--- config.mk ---
export PLATFORM = sky130hd
export DESIGN_NAME = pipe_ctrl
export DESIGN_NICKNAME = d
export VERILOG_FILES = /design/src/rtl/pipe_ctrl_pkg.sv /design/src/rtl/pipe_ctrl_sat_cnt.sv /design/src/rtl/pipe_ctrl.sv
export SDC_FILE = /design/constraint.sdc
export NUM_CORES = 1
export LEC_CHECK = 0
export ABC_AREA = 1
export ABC_CLOCK_PERIOD_IN_PS = 1600
export BUFFER_PORTS_ARGS = -buffer_cell sky130_fd_sc_hd__buf_4
export CELL_PAD_IN_SITES_DETAIL_PLACEMENT = 1
export CELL_PAD_IN_SITES_GLOBAL_PLACEMENT = 2
export CORE_ASPECT_RATIO = 0.9
export CORE_UTILIZATION = 21
export CTS_BUF_LIST = sky130_fd_sc_hd__clkbuf_2 sky130_fd_sc_hd__clkbuf_4 sky130_fd_sc_hd__clkbuf_8
export CTS_CLUSTER_DIAMETER = 80
export DETAILED_ROUTE_END_ITERATION = 7
export PLACE_DENSITY_LB_ADDON = 0.25
export REMOVE_ABC_BUFFERS = 1
export SLEW_MARGIN = 10
export SYNTH_ARGS = -nofsm -noshare
export SYNTH_HDL_FRONTEND = slang
export SYNTH_SLANG_ARGS = --single-unit
export TNS_END_PERCENT = 30
--- constraint.sdc ---
create_clock -name clk -period 1.6 [get_ports clk]
set_input_delay 0.32 -clock clk [delete_from_list [all_inputs] [get_ports clk]]
set_output_delay 0.32 -clock clk [all_outputs]
set_load 0.05 [all_outputs]
--- src/rtl/pipe_ctrl_pkg.sv ---
// Shared definitions for the pipeline hazard controller: FSM state encoding,
// flush counter width and the NOP instruction loaded into flushed registers.
package pipe_ctrl_pkg;

   typedef enum logic [1:0] {
      ST_RUN   = 2'd0,
      ST_BUSY  = 2'd1,
      ST_FLUSH = 2'd2
   } state_t;

   localparam int          FLUSH_CNT_W = 3;
   localparam logic [31:0] NOP_INSTR   = 32'h0000_0013;  // addi x0, x0, 0

   // One-hot-free bundle of the per-cycle control outputs.
   typedef struct packed {
      logic jump_en;
      logic pc_stall;
      logic if_id_stall;
      logic id_ex_stall;
      logic if_id_flush;
      logic id_ex_flush;
   } ctrl_t;

endpackage

--- src/rtl/pipe_ctrl_sat_cnt.sv ---
// Saturating up-counter with increment enable and synchronous clear.
module sat_cnt #(
   parameter int WIDTH = 16
) (
   input  logic             clk,
   input  logic             clr,
   input  logic             inc,
   output logic [WIDTH-1:0] count
);

   logic [WIDTH-1:0] count_reg;

   always_ff @(posedge clk) begin
      if (clr) begin
         count_reg <= '0;
      end else if (inc && (count_reg != {WIDTH{1'b1}})) begin
         count_reg <= count_reg + 1'b1;
      end
   end

   assign count = count_reg;

endmodule

--- src/rtl/pipe_ctrl.sv ---
// Pipeline hazard controller: resolves jumps, multi-cycle EX stalls and
// load-use bubbles into PC/IF-ID/ID-EX stall and flush controls.
module pipe_ctrl
   import pipe_ctrl_pkg::*;
#(
   parameter int FLUSH_CYCLES = 2
) (
   input  logic        clk,
   input  logic        rst,
   input  logic        jump_req_i,
   input  logic [31:0] jump_addr_i,
   input  logic        ex_busy_i,
   input  logic        load_use_i,
   output logic        jump_en_o,
   output logic [31:0] jump_addr_o,
   output logic        pc_stall_o,
   output logic        if_id_stall_o,
   output logic        id_ex_stall_o,
   output logic        if_id_flush_o,
   output logic        id_ex_flush_o,
   output logic [15:0] stall_cycles_o
);

   localparam logic [FLUSH_CNT_W-1:0] FLUSH_LOAD = FLUSH_CNT_W'(FLUSH_CYCLES - 1);

   state_t                 state_reg, state_next;
   logic [FLUSH_CNT_W-1:0] cnt_reg, cnt_next;
   ctrl_t                  ctrl;

   always_ff @(posedge clk) begin
      if (rst) begin
         state_reg <= ST_RUN;
         cnt_reg   <= '0;
      end else begin
         state_reg <= state_next;
         cnt_reg   <= cnt_next;
      end
   end

   always_comb begin
      ctrl       = '0;
      state_next = state_reg;
      cnt_next   = cnt_reg;
      case (state_reg)
         ST_RUN, ST_BUSY: begin
            if ((state_reg == ST_BUSY) && ex_busy_i) begin
               ctrl.pc_stall    = 1'b1;
               ctrl.if_id_stall = 1'b1;
               ctrl.id_ex_stall = 1'b1;
               state_next       = ST_BUSY;
            end else if (jump_req_i) begin
               // Redirect now; the remaining wrong-path slots are flushed in FLUSH.
               ctrl.jump_en     = 1'b1;
               ctrl.if_id_flush = 1'b1;
               ctrl.id_ex_flush = 1'b1;
               if (FLUSH_CYCLES > 1) begin
                  state_next = ST_FLUSH;
                  cnt_next   = FLUSH_LOAD;
               end else begin
                  state_next = ST_RUN;
               end
            end else if (ex_busy_i) begin
               ctrl.pc_stall    = 1'b1;
               ctrl.if_id_stall = 1'b1;
               ctrl.id_ex_stall = 1'b1;
               state_next       = ST_BUSY;
            end else if (load_use_i) begin
               // Hold the dependent instruction in ID and inject one bubble.
               ctrl.pc_stall    = 1'b1;
               ctrl.if_id_stall = 1'b1;
               ctrl.id_ex_flush = 1'b1;
               state_next       = ST_RUN;
            end else begin
               state_next = ST_RUN;
            end
         end
         ST_FLUSH: begin
            ctrl.if_id_flush = 1'b1;
            ctrl.id_ex_flush = 1'b1;
            cnt_next         = cnt_reg - 1'b1;
            if (cnt_reg <= FLUSH_CNT_W'(1)) begin
               state_next = ST_RUN;
               cnt_next   = '0;
            end
         end
         default: begin
            state_next = ST_RUN;
            cnt_next   = '0;
         end
      endcase
      if (rst) begin
         ctrl = '0;
      end
   end

   assign jump_en_o     = ctrl.jump_en;
   assign jump_addr_o   = ctrl.jump_en ? jump_addr_i : 32'h0;
   assign pc_stall_o    = ctrl.pc_stall;
   assign if_id_stall_o = ctrl.if_id_stall;
   assign id_ex_stall_o = ctrl.id_ex_stall;
   assign if_id_flush_o = ctrl.if_id_flush;
   assign id_ex_flush_o = ctrl.id_ex_flush;

   sat_cnt #(
      .WIDTH(16)
   ) u_stall_cnt (
      .clk  (clk),
      .clr  (rst),
      .inc  (ctrl.pc_stall),
      .count(stall_cycles_o)
   );

endmodule

==> Word level (Yosys, flattened, before mapping) <==
Cells that the tools add are included.
W data, S select, Z words.
{ "word_totals": {"out_inout_bits": 54, "in_bits": 37, "reg_bits": 21} }
{ "op_classes": {"n_eq_ne": 6, "n_mux": 24, "n_reduce_logical": 5, "add_sub_neg": 2, "n_lt_le_gt_ge": 1} }
{ "ops": {"columns": ["op", "count"], "rows": [
  ["$mux W32", 1],
  ["$add A16 B1 Y16 const B", 1],
  ["$ne A16 B16 Y1 const B", 1],
  ["$mux W3", 5],
  ["$mux W2", 6],
  ["$pmux W2 S2", 2],
  ["$mux W1", 7],
  ["$mux W6", 1],
  ["$ne A2 B2 Y1 const B", 3],
  ["$pmux W3 S2", 1],
  ["$mux W4", 1],
  ["$le A3 B1 Y1 const B", 1],
  ["$sub A3 B1 Y3 const B", 1],
  ["$eq A2 B1 Y1 const B", 1],
  ["$eq A2 B2 Y1 const B", 1],
  ["$logic_and A1 B1 Y1", 2],
  ["$logic_not A2 Y1", 1],
  ["$reduce_and A2 Y1", 1],
  ["$reduce_or A2 Y1", 1]
]} }

==> Longest topological paths before layout <==
Gate-level depths: netlist (run 1).
{ "logic_depth": {"word_depth": 7, "mapped_depth": 9} }

==> Hierarchy <==
From an unflattened synthesis (run 1), not the netlist that was laid out.
{ "hier_totals": {"hier_cells": 272, "hier_area_um2": 1609.0} }
{ "modules_own_cells": {"columns": ["module", "area_per_inst_um2", "cells_each", "n_inst"], "rows": [
  ["sat_cnt", 929.6, 149, 1],
  ["pipe_ctrl", 679.4, 123, 1]
]} }

==> Least setup slack after synthesis (run 1) <==
Ideal clock, no wire load.
{ "synth_path": {"path_kind": "in2out", "start": "input port jump_req_i", "end": "output port id_ex_stall_o", "path_buffers": 0, "arrival_ns": 1.753, "path_stages": 4, "required_ns": 1.280, "path_slack_ns": -0.473, "cell_sequence": "a21boi_2 -> inv_1 -> nand2_1 -> nor3_1"} }
{ "synth_via": {"elab_chain_len": 4} }
{ "synth_lines": {"columns": ["item", "line_no", "rtl"], "rows": [
  ["start: declaration", "pipe_ctrl.sv:10", "input logic jump_req_i,"],
  ["$mux W3", "pipe_ctrl.sv:51", "end else if (jump_req_i) begin"],
  ["$mux W3", "pipe_ctrl.sv:46", "if ((state_reg == ST_BUSY) && ex_busy_i) begin"],
  ["$mux W4", "pipe_ctrl.sv:44", "case (state_reg)"],
  ["$mux W6", "pipe_ctrl.sv:91", "if (rst) begin"],
  ["end: declaration", "pipe_ctrl.sv:18", "output logic id_ex_stall_o,"]
]} }
Every way passes these cells.

==> Worst setup path after layout (run 1) <==
{ "layout_path": {"start": "register state_reg[0]", "end": "output port jump_addr_o[9]"} }
{ "layout_via": {"elab_chain_len": 6, "word_cells_on_any_way": 8} }
{ "layout_lines": {"columns": ["item", "line_no", "rtl"], "rows": [
  ["start: declaration", "pipe_ctrl.sv:26", "state_t state_reg, state_next;"],
  ["start signal: assignment", "pipe_ctrl.sv:35", "state_reg <= state_next;"],
  ["$eq A2 B1 Y1", "pipe_ctrl.sv:44, pipe_ctrl.sv:46", null],
  ["$logic_and A1 B1 Y1", "pipe_ctrl.sv:46", null],
  ["$mux W1", "pipe_ctrl.sv:46", null],
  ["$mux W4 *", "pipe_ctrl.sv:44", null],
  ["$mux W6 *", "pipe_ctrl.sv:91", null],
  ["$mux W32 *", "pipe_ctrl.sv:97", "assign jump_addr_o = ctrl.jump_en ? jump_addr_i : 32'h0;"],
  ["end: declaration", "pipe_ctrl.sv:15", "output logic [31:0] jump_addr_o,"]
]} }
Mark *: on every way between the ends. The rest lies on a longest branch, timed or not.

==> results.md, run 1 <==
### Run status
• outcome: complete, but fails checks
• violations in the final reports: negative setup slack

### Floorplanning
• Die Width: 92.1 um
• Total Die Area: 0.00766 mm^2
• initial cell density of the core: 0.217
• Chip Height: 83.1 um
• top-level I/O count: 91
• standard-cell rows: 29
• Core Box Area: 0.00708 mm^2

### Power
• post-layout power: 1560 uW
• share of total power consumed by net switching: 0.366
• power per cell area: 542 mW/mm^2
• Pleak: 0.00140 uW
• cell-internal power: 986 uW
• clock share of power: 0.242
• combinational group share of total power: 0.403
• Reg power frac: 0.355
• net switching power of the design: 569 uW
• worst vdd ir: 247 uV

### Synthesis
• cell count after synthesis: 260
• total of warnings raised by yosys: 0
• cell area after synthesis: 0.00154 mm^2
• fraction of the yosys area taken by sequential cells: 0.274
• flops & latches, synth: 21
• number of distinct library cells after synthesis: 28
• average instance area after synthesis: 5.90 um^2

### Timing
• Layout Skew: 0.00236 ns
• count of final setup violators: 35
• post-route clock period utilization: 1.07
• highest clock frequency the design can meet: 0.583 GHz
• worst setup slack after layout: -0.116 ns
• Setup Total Neg Slack: -1.95 ns
• min Tclk post-route: 1.72 ns
• tightest slew margin relative to the limit: 0.719
• fin. max-slew vios: 0
• Tightest Pin Transition: 0.420 ns
• Final Hold Viols: 0
• unrepaired setup endpoints after global routing: yes

### Cells and area
• max reg flops: 16
• fraction of layout instances using a drive strength above 1: 0.484
• area growth from synthesis to layout: 86.8%
• final-stage net count: 415
• final core area utilization: 0.405
• antenna cells: 0

### GRT
• first-pass GRT wire length: 9110 um
• antenna violations before repair: 0
• via count of the first global-routing pass: 1873
• overall routing resource usage: 0.147
• overall overflow remaining after global route: 0
• maximum number of pins on one net before global-route repair: 19

### Setup path
• delay contributed by the slowest stage of the critical path: 0.35 ns
• library cell contributing the largest single delay on the critical path: sky130_fd_sc_hd__dfxtp_2
• maximum fanout count along the critical path: 9
• cell-by-cell trace of the critical path: a21boi_4 > nand2_4 > clkbuf_16 > nor2_2 > buf_6
• kind of critical path: register to primary output
• crit path capture type: primary output
• startpoint types: register
• data arrival time of the critical path: 1.40 ns
• Crit path required time: 1.28 ns

### Drt
• antenna violation net count after detailed routing: 0
• detailed router's first-iteration violation count: 24
• total wire length after detailed routing: 5960 um
• vias per cell: 4.18
• routed wire length per instance: 12.8 um
• drt pass-1 iters: 4
• DRC violation count after routing: 0
• total via count after detailed routing: 1952

### CTS
• Num CTS Buffers: 3
• insertion delay to the later sink of the worst-skew pair: 0.26 ns
• deepest clock path buffer count: 2
• total number of clock tree sinks: 21
• CTS HTree Levels: 1
• post-CTS clock slew at the launch and capture registers of the worst setup and hold paths: 0.08 ns
• buffer type at the clock tree root: sky130_fd_sc_hd__clkbuf_8
• TritonCTS clock tree: built

### Placement
• setup slack after placement: -0.0258 ns
• sum of net half-perimeters after detailed placement: 4580 um
• final estimated routing congestion in global placement: 0.740
• input/output buffers: 90

### Min path
• HP Class: input port to register

### Flow run
• max-cap viol count: 0

## stage by stage
stage | hold WS, ns | cells | cell area [um^2]
2_1_floorplan | 0.382 | 252 | 1490
3_3_place_gp | 0.446 | 460 | 2460
3_5_place_dp | 0.455 | 460 | 2460
4_1_cts | 0.379 | 465 | 2630
5_1_grt | 0.436 | 467 | 2870
6_report | 0.416 | 467 | 2870
## what timing repair did
| action | CTS | global route |
|---|---|---|
| pin swaps | 1 | 2 |
| hold buffers | 0 | 0 |
| buffers inserted | 1 | 0 |
| cloned | 0 | 2 |
| resized for setup | 34 | 55 |
| hold endpoints to repair | 0 | 0 |
| setup endpoints to repair | 38 | 48 |
## layout by cell type (no fill, tap or decap), types with 3 or more instances in the layout
| master | instances |
|---|---|
| sky130_fd_sc_hd__a21oi_2 | 11 |
| sky130_fd_sc_hd__buf_4 | 76 |
| sky130_fd_sc_hd__buf_6 | 37 |
| sky130_fd_sc_hd__clkbuf_8 | 3 |
| sky130_fd_sc_hd__dfxtp_1 | 19 |
| sky130_fd_sc_hd__inv_1 | 50 |
| sky130_fd_sc_hd__nand2_1 | 65 |
| sky130_fd_sc_hd__nand2_2 | 3 |
| sky130_fd_sc_hd__nand3_1 | 9 |
| sky130_fd_sc_hd__nand4_1 | 3 |
| sky130_fd_sc_hd__nor2_1 | 24 |
| sky130_fd_sc_hd__nor2_2 | 33 |
| sky130_fd_sc_hd__nor2_4 | 3 |
| sky130_fd_sc_hd__o21ai_0 | 5 |
| sky130_fd_sc_hd__xnor2_1 | 3 |
| sky130_fd_sc_hd__xor2_1 | 4 |
## power by group through the flow
stage	logic [uW]	registers, uW	clock network (uW)
final	627	552	376
after global routing	672	555	416
after CTS	560	551	399
after detailed placement	524	563	0
after global placement	518	562	0
after floorplan	283	577	0
## synthesized netlist by cell type
master	number	area, um^2
sky130_fd_sc_hd__nand2_1	67	251
sky130_fd_sc_hd__nor2_1	56	210
sky130_fd_sc_hd__inv_1	50	188
sky130_fd_sc_hd__dfxtp_1	21	420
sky130_fd_sc_hd__a21oi_2	10	87.6
sky130_fd_sc_hd__nand3_1	9	45.0
sky130_fd_sc_hd__o21ai_0	5	25.0
sky130_fd_sc_hd__clkbuf_1	4	15.0
sky130_fd_sc_hd__xor2_1	4	35.0
sky130_fd_sc_hd__a21oi_1	3	15.0
sky130_fd_sc_hd__ha_1	3	37.5
sky130_fd_sc_hd__nand4_1	3	18.8
sky130_fd_sc_hd__nor2_2	3	18.8
sky130_fd_sc_hd__nor3_1	3	15.0
sky130_fd_sc_hd__xnor2_1	3	26.3
sky130_fd_sc_hd__buf_6	2	22.5
sky130_fd_sc_hd__nand2_2	2	12.5
sky130_fd_sc_hd__o21ai_1	2	10.0
sky130_fd_sc_hd__a211oi_1	1	7.51
sky130_fd_sc_hd__a21boi_2	1	11.3
sky130_fd_sc_hd__buf_2	1	5.00
sky130_fd_sc_hd__buf_4	1	7.51
sky130_fd_sc_hd__clkinv_1	1	3.75
sky130_fd_sc_hd__inv_2	1	3.75
sky130_fd_sc_hd__nand3b_1	1	7.51
sky130_fd_sc_hd__nor2_4	1	11.3
sky130_fd_sc_hd__o21ai_4	1	16.3
sky130_fd_sc_hd__o31ai_1	1	7.51
## layer usage
metal / routed length (um) / share of wire / global-route usage / up-vias
li1: - / - / - / 1002
met1: 2750 / 0.46 / 0.196 / 874
met2: 2780 / 0.47 / 0.249 / 74
met3: 404 / 0.068 / 0.0275 / 2
met4: 24 / 0.0040 / 0.0256 / 0
met5: 0 / 0 / 0 / -
## worst max-delay path, delay by kind of cell (launching register included)
family	cells	cell delay, ns
AO/OA/AOI/OAI	1	0.18
flip-flops	1	0.35
AND/OR/NAND/NOR	2	0.25
buffers and inverters	2	0.37
## worst paths after layout
| check | startpoint | endpoint | slack [ns] | depth (start not counted) |
|---|---|---|---|---|
| min reg2reg | cnt_reg[2]$_SDFFE_PP0P_ | cnt_reg[2]$_SDFFE_PP0P_ | 0.46 | 2 |
| max reg2reg | u_stall_cnt.count[0]$_SDFFE_PP0P_ | u_stall_cnt.count[0]$_SDFFE_PP0P_ | 0.08 | 8 |
| min | ex_busy_i | state_reg[0]$_SDFFE_PP0P_ | 0.42 | 3 |
| max | state_reg[0]$_SDFFE_PP0P_ | jump_addr_o[9] | -0.12 | 5 |
## cell families after synthesis
logic type,share of synthesized area
simple gates,0.385
buf+inv,0.160
compound gates,0.117
flops,0.274
xor+xnor,0.0399
fa+ha+maj,0.0245
## layout make-up
| cell class | count | area, um^2 |
|---|---|---|
| clock buffer | 4 | 48.8 |
| multi-input combinational | 179 | 992 |
| tap | 93 | 116 |
| timing repair buffer | 118 | 1090 |
| fill | 904 | 4210 |
| sequential | 21 | 423 |
| inverter | 52 | 195 |
No activity file was read; power rests on OpenSTA's default activity.
==> run 2: changes to the inputs <==
--- a/config.mk
+++ b/config.mk
@@ -17,6 +17,7 @@
 export DETAILED_ROUTE_END_ITERATION = 7
 export PLACE_DENSITY_LB_ADDON = 0.25
 export REMOVE_ABC_BUFFERS = 1
+export SKIP_CTS_REPAIR_TIMING = 1
 export SLEW_MARGIN = 10
 export SYNTH_ARGS = -nofsm -noshare
 export SYNTH_HDL_FRONTEND = slang
==> results.md, run 2 (same netlist as run 1, synthesis figures left out) <==
### Setup path
• Crit path required time: 1.28 ns, about the same
• maximum fanout count along the critical path: 9, unchanged
• kind of critical path: register to primary output
• crit path capture type: primary output
• startpoint types: register
• data arrival time of the critical path: 1.40 ns, about the same

### Timing
• count of final setup violators: 35, unchanged
• tightest slew margin relative to the limit: 0.719, unchanged
• highest clock frequency the design can meet: 0.583 GHz, about the same
• fin. max-slew vios: 0, unchanged
• min Tclk post-route: 1.72 ns, +0.000234 ns
• Final Hold Viols: 0, unchanged
• Layout Skew: 0.00242 ns, +0.0000564 ns
• Tightest Pin Transition: 0.420 ns, unchanged
• unrepaired setup endpoints after global routing: yes
• worst setup slack after layout: -0.117 ns, -0.000234 ns
• post-route clock period utilization: 1.07, about the same

### Cells and area
• area growth from synthesis to layout: 86.5%
• fraction of layout instances using a drive strength above 1: 0.477, -0.00662
• combined flip-flop and latch cell area: 422 um^2, -0.30%
• total of fill cells in the finished design: 904, unchanged
• commonest non-fill, non-tap cells in the layout: 79 x sky130_fd_sc_hd__buf_4, 65 x sky130_fd_sc_hd__nand2_1, 50 x sky130_fd_sc_hd__inv_1, 35 x sky130_fd_sc_hd__buf_6, 32 x sky130_fd_sc_hd__nor2_2
• area of combinational cells with multiple inputs: 988 um^2, -0.38%
• leading cell type in the layout, fill and taps excluded: sky130_fd_sc_hd__buf_4
• Finished Cell Area: 0.00286 mm^2, -0.17%
• max reg flops: 16, unchanged
• final core area utilization: 0.405, -0.000707
• antenna cells: 0, unchanged
• final-stage net count: 416, +0.24%

### Run status
• outcome: complete, but fails checks
• violations in the final reports: negative setup slack

### GRT
• via count of the first global-routing pass: 1857, -0.85%
• first-pass GRT wire length: 8980 um, -1.4%
• maximum number of pins on one net before global-route repair: 19, unchanged
• overall routing resource usage: 0.145, -0.00173
• antenna violations before repair: 0, unchanged
• overall overflow remaining after global route: 0, unchanged

### Drt
• total via count after detailed routing: 1956, +0.20%
• routed wire length per instance: 12.7 um, -0.46%
• detailed router's first-iteration violation count: 25, +4.2%
• vias per cell: 4.18, about the same
• drt pass-1 iters: 4, unchanged
• total wire length after detailed routing: 5940 um, -0.25%
• antenna violation net count after detailed routing: 0, unchanged
• DRC violation count after routing: 0, unchanged

### Power
• net switching power of the design: 568 uW, -0.15%
• Pleak: 0.00141 uW, about the same
• post-layout power: 1550 uW, about the same
• clock share of power: 0.242, about the same
• power per cell area: 543 mW/mm^2, about the same
• worst vdd ir: 248 uV, +0.17%
• cell-internal power: 985 uW, about the same
• Reg power frac: 0.355, about the same
• combinational group share of total power: 0.403, about the same
• share of total power consumed by net switching: 0.366, about the same

### CTS
• Num CTS Buffers: 3, unchanged
• TritonCTS clock tree: built
• buffer type at the clock tree root: sky130_fd_sc_hd__clkbuf_8
• CTS HTree Levels: 1, unchanged
• post-CTS clock slew at the launch and capture registers of the worst setup and hold paths: 0.08 ns, about the same
• deepest clock path buffer count: 2, unchanged
• insertion delay to the later sink of the worst-skew pair: 0.26 ns, about the same
• total number of clock tree sinks: 21, unchanged

### Placement
• sum of net half-perimeters after detailed placement: 4580 um, unchanged
• final estimated routing congestion in global placement: 0.740, unchanged
• input/output buffers: 90, unchanged
• DP Area: 0.00246 mm^2, unchanged

### Flow run
• max-cap viol count: 0, unchanged

### Floorplanning
• Core Box Area: 0.00708 mm^2, unchanged
• Die Width: 92.1 um, unchanged
• initial cell density of the core: 0.217, unchanged
• Chip Height: 83.1 um, unchanged
• top-level I/O count: 91, unchanged
• Total Die Area: 0.00766 mm^2, unchanged
• standard-cell rows: 29, unchanged

### Min path
• HP Class: input port to register

## run 2: changes by cell type in the layout (fill, tap and decap cells not counted)
cell,delta
sky130_fd_sc_hd__buf_4,+3
sky130_fd_sc_hd__buf_6,-2
sky130_fd_sc_hd__dfxtp_1,+1
sky130_fd_sc_hd__dfxtp_2,-1
sky130_fd_sc_hd__nor2_2,-1
sky130_fd_sc_hd__nor2_4,+1
sky130_fd_sc_hd__nor3_1,+1
sky130_fd_sc_hd__nor3_2,-1
sky130_fd_sc_hd__o21ai_1,+1
sky130_fd_sc_hd__o21ai_2,-1
## run 2: final cells by class
class	instances	area share
Tap cell	93	0.0406
Clock buffer	4	0.0170
Inverter	52	0.0682
Multi-Input combinational cell	179	0.345
Sequential cell	21	0.147
Timing Repair Buffer	119	0.382
## run 2: layer usage
metal,global-route usage,part of all wire,routed length [um]
met5,0,0,0
met4,0.0256,0.0040,24
met3,0.0275,0.065,388
met2,0.244,0.46,2730
met1,0.195,0.47,2800
## run 2: path summary, 6_finish.rpt
path | end | depth (start not counted) | from | slack [ns]
hold reg to reg | cnt_reg[2]$_SDFFE_PP0P_ | 2 | cnt_reg[2]$_SDFFE_PP0P_ | 0.46
setup / recovery | jump_addr_o[19] | 5 | state_reg[0]$_SDFFE_PP0P_ | -0.12
hold / removal | state_reg[0]$_SDFFE_PP0P_ | 3 | ex_busy_i | 0.39
setup reg to reg | u_stall_cnt.count[0]$_SDFFE_PP0P_ | 8 | u_stall_cnt.count[0]$_SDFFE_PP0P_ | 0.08
## run 2: power groups by stage
stage               Sequential, uW  Combinational, uW  Clock (uW)
global route                   554                671         416
detailed placement             563                524           0
global placement               562                518           0
finish                         552                626         376
CTS                            550                525         399
floorplan                      577                283           0
## run 2: through the flow
step | std cells | setup WS [ns] | TNS [ns] | hold slack (ns)
after CTS | 464 | -0.205 | -6.42 | 0.382
final | 468 | -0.117 | -2.85 | 0.388
after global routing | 468 | -0.184 | -5.12 | 0.408
after global placement | 460 | -0.0110 | -0.0110 | 0.446
after floorplan | 252 | -0.545 | -23.55 | 0.382
after detailed placement | 460 | -0.0258 | -0.195 | 0.455
## run 2: critical path: stages, from the launching register on
cell and delay [ns]:
sky130_fd_sc_hd__dfxtp_2 0.35, sky130_fd_sc_hd__a21boi_4 0.20, sky130_fd_sc_hd__nand2_4 0.12, sky130_fd_sc_hd__buf_12 0.16
sky130_fd_sc_hd__nor2_1 0.13, sky130_fd_sc_hd__buf_6 0.18
==> run 3: changes to the inputs <==
--- a/config.mk
+++ b/config.mk
@@ -7,7 +7,7 @@
 export LEC_CHECK = 0
 export ABC_AREA = 1
 export ABC_CLOCK_PERIOD_IN_PS = 1600
-export BUFFER_PORTS_ARGS = -buffer_cell sky130_fd_sc_hd__buf_4
+export BUFFER_PORTS_ARGS = -buffer_cell sky130_fd_sc_hd__buf_2
 export CELL_PAD_IN_SITES_DETAIL_PLACEMENT = 1
 export CELL_PAD_IN_SITES_GLOBAL_PLACEMENT = 2
 export CORE_ASPECT_RATIO = 0.9
==> results.md, run 3 (same netlist as run 1, synthesis figures left out) <==
### Timing
• Layout Skew: 0.00508 ns, +0.00266 ns
• unrepaired setup endpoints after global routing: yes
• worst setup slack after layout: -0.0897 ns, +0.0270 ns
• Final Hold Viols: 0, unchanged
• min Tclk post-route: 1.69 ns, -0.0270 ns
• count of final setup violators: 37, +5.7%
• highest clock frequency the design can meet: 0.592 GHz, +1.6%
• fin. max-slew vios: 0, unchanged
• tightest hold margin: 0.468 ns, +0.0793 ns
• Tightest Pin Transition: 0.280 ns, -0.140 ns
• tightest slew margin relative to the limit: 0.813, +0.0935
• post-route clock period utilization: 1.06, -0.0169

### Power
• worst vdd ir: 277 uV, +12%
• Pleak: 0.00136 uW, -3.1%
• power per cell area: 561 mW/mm^2, +3.4%

### Cells and area
• leading cell type in the layout, fill and taps excluded: sky130_fd_sc_hd__nand2_1
• antenna cells: 0, unchanged
• fraction of layout instances using a drive strength above 1: 0.458, -0.0197
• area of combinational cells with multiple inputs: 951 um^2, -3.8%
• final-stage net count: 419, +0.72%
• total of fill cells in the finished design: 953, +5.4%
• commonest non-fill, non-tap cells in the layout: 65 x sky130_fd_sc_hd__nand2_1, 52 x sky130_fd_sc_hd__buf_2, 50 x sky130_fd_sc_hd__inv_1, 37 x sky130_fd_sc_hd__buf_4
• area growth from synthesis to layout: 72.7%
• max reg flops: 16, unchanged
• combined flip-flop and latch cell area: 422 um^2, unchanged

### GRT
• overall routing resource usage: 0.143, -0.00269
• antenna violations before repair: 0, unchanged
• maximum number of pins on one net before global-route repair: 21, +2
• overall overflow remaining after global route: 0, unchanged
• via count of the first global-routing pass: 1896, +2.1%
• first-pass GRT wire length: 8920 um, -0.69%

### Placement
• setup slack after placement: -0.0841 ns, -0.0583 ns
• final estimated routing congestion in global placement: 0.703, -5.0%
• sum of net half-perimeters after detailed placement: 4460 um, -2.7%
• input/output buffers: 90, unchanged

### Run status
• violations in the final reports: negative setup slack
• outcome: complete, but fails checks

### Floorplanning
• Chip Height: 83.1 um, unchanged
• standard-cell rows: 29, unchanged
• Core Box Area: 0.00708 mm^2, unchanged
• top-level I/O count: 91, unchanged
• Die Width: 92.1 um, unchanged
• initial cell density of the core: 0.217, unchanged
• Total Die Area: 0.00766 mm^2, unchanged

### Setup path
• crit path capture type: primary output
• cell-by-cell trace of the critical path: a21boi_4 > nand2_2 > buf_12 > nor2_1 > buf_4
• destination of the worst register-to-register timing path: u_stall_cnt.count[7]$_SDFFE_PP0P_
• slack of the worst reg-to-reg path: 0.15 ns, +0.07 ns
• number of buffers and inverters on the critical path: 2, unchanged
• library cell contributing the largest single delay on the critical path: sky130_fd_sc_hd__dfxtp_2
• cell type group with the largest total delay on the critical path: buffers and inverters
• beginning of the critical path: state_reg[0]$_SDFFE_PP0P_
• cell count along the critical path: 5, unchanged
• worst setup path end: jump_addr_o[11]
• delay contributed by the slowest stage of the critical path: 0.35 ns, about the same
• startpoint of the most critical register-to-register path: u_stall_cnt.count[0]$_SDFFE_PP0P_
• kind of critical path: register to primary output
• maximum fanout count along the critical path: 20, +11
• reg2reg path depth: 8, unchanged
• data arrival time of the critical path: 1.37 ns, -0.03 ns
• startpoint types: register
• Crit path required time: 1.28 ns, about the same

### Flow run
• max-cap viol count: 0, unchanged

### CTS
• Num CTS Buffers: 3, unchanged
• TritonCTS clock tree: built
• insertion delay to the later sink of the worst-skew pair: 0.26 ns, about the same
• total number of clock tree sinks: 21, unchanged
• deepest clock path buffer count: 2, unchanged
• CTS HTree Levels: 1, unchanged
• buffer type at the clock tree root: sky130_fd_sc_hd__clkbuf_8
• post-CTS clock slew at the launch and capture registers of the worst setup and hold paths: 0.08 ns, about the same

### Drt
• vias per cell: 4.18, about the same
• routed wire length per instance: 11.8 um, -7.0%
• drt pass-1 iters: 4, unchanged
• antenna violation net count after detailed routing: 0, unchanged
• detailed router's first-iteration violation count: 26, +4.0%
• total via count after detailed routing: 1969, +0.66%
• DRC violation count after routing: 0, unchanged
• total wire length after detailed routing: 5560 um, -6.4%

### Min path
• HP Class: register to register

## run 3: final cells by class
cell class              instances  area share
multi-input cells             179       0.359
flip-flops and latches         21       0.159
clock buffers                   4      0.0184
well taps                      93      0.0439
repair buffers                122       0.346
inverters                      52      0.0736
## run 3: worst min path at each step
stage / from / end / slack [ns] / cells after the start
3_3_place_gp: cnt_reg[2]$_SDFFE_PP0P_ / cnt_reg[2]$_SDFFE_PP0P_ / 0.45 / 2
5_1_grt: ex_busy_i / state_reg[0]$_SDFFE_PP0P_ / 0.50 / 4
6_report: cnt_reg[2]$_SDFFE_PP0P_ / cnt_reg[2]$_SDFFE_PP0P_ / 0.47 / 2
3_5_place_dp: cnt_reg[2]$_SDFFE_PP0P_ / cnt_reg[2]$_SDFFE_PP0P_ / 0.46 / 2
4_1_cts: cnt_reg[2]$_SDFFE_PP0P_ / cnt_reg[2]$_SDFFE_PP0P_ / 0.47 / 2
2_1_floorplan: rst / u_stall_cnt.count[11]$_SDFFE_PP0P_ / 0.38 / 1
## run 3: power by group
group,internal (uW),switching [uW]
clock,194,181
sequential,538,11.2
combinational,205,358
## run 3: tightest hold or removal path: stages, from the launching register on
cell,delay (ns)
sky130_fd_sc_hd__dfxtp_1,0.32
sky130_fd_sc_hd__nand2_1,0.06
sky130_fd_sc_hd__a21oi_1,0.05
## run 3: metal layers
metal  up-vias  wire [um]  global-route usage
met1       880       2670               0.193
li1       1011          -                   -
met5         -          0                   0
met4         0         28              0.0256
met3         4        327              0.0275
met2        74       2540               0.237
## run 3: metrics by stage
stage	TNS (ns)	area (um^2)	util	power, uW	instances
5_1_grt	-5.44	2650	0.375	1580	471
2_1_floorplan	-23.55	1490	-	860	252
4_1_cts	-8.45	2330	0.330	1410	470
3_5_place_dp	-1.72	2280	0.323	1040	466
6_report	-1.89	2650	0.375	1490	471
3_3_place_gp	-0.673	2280	0.323	1030	466
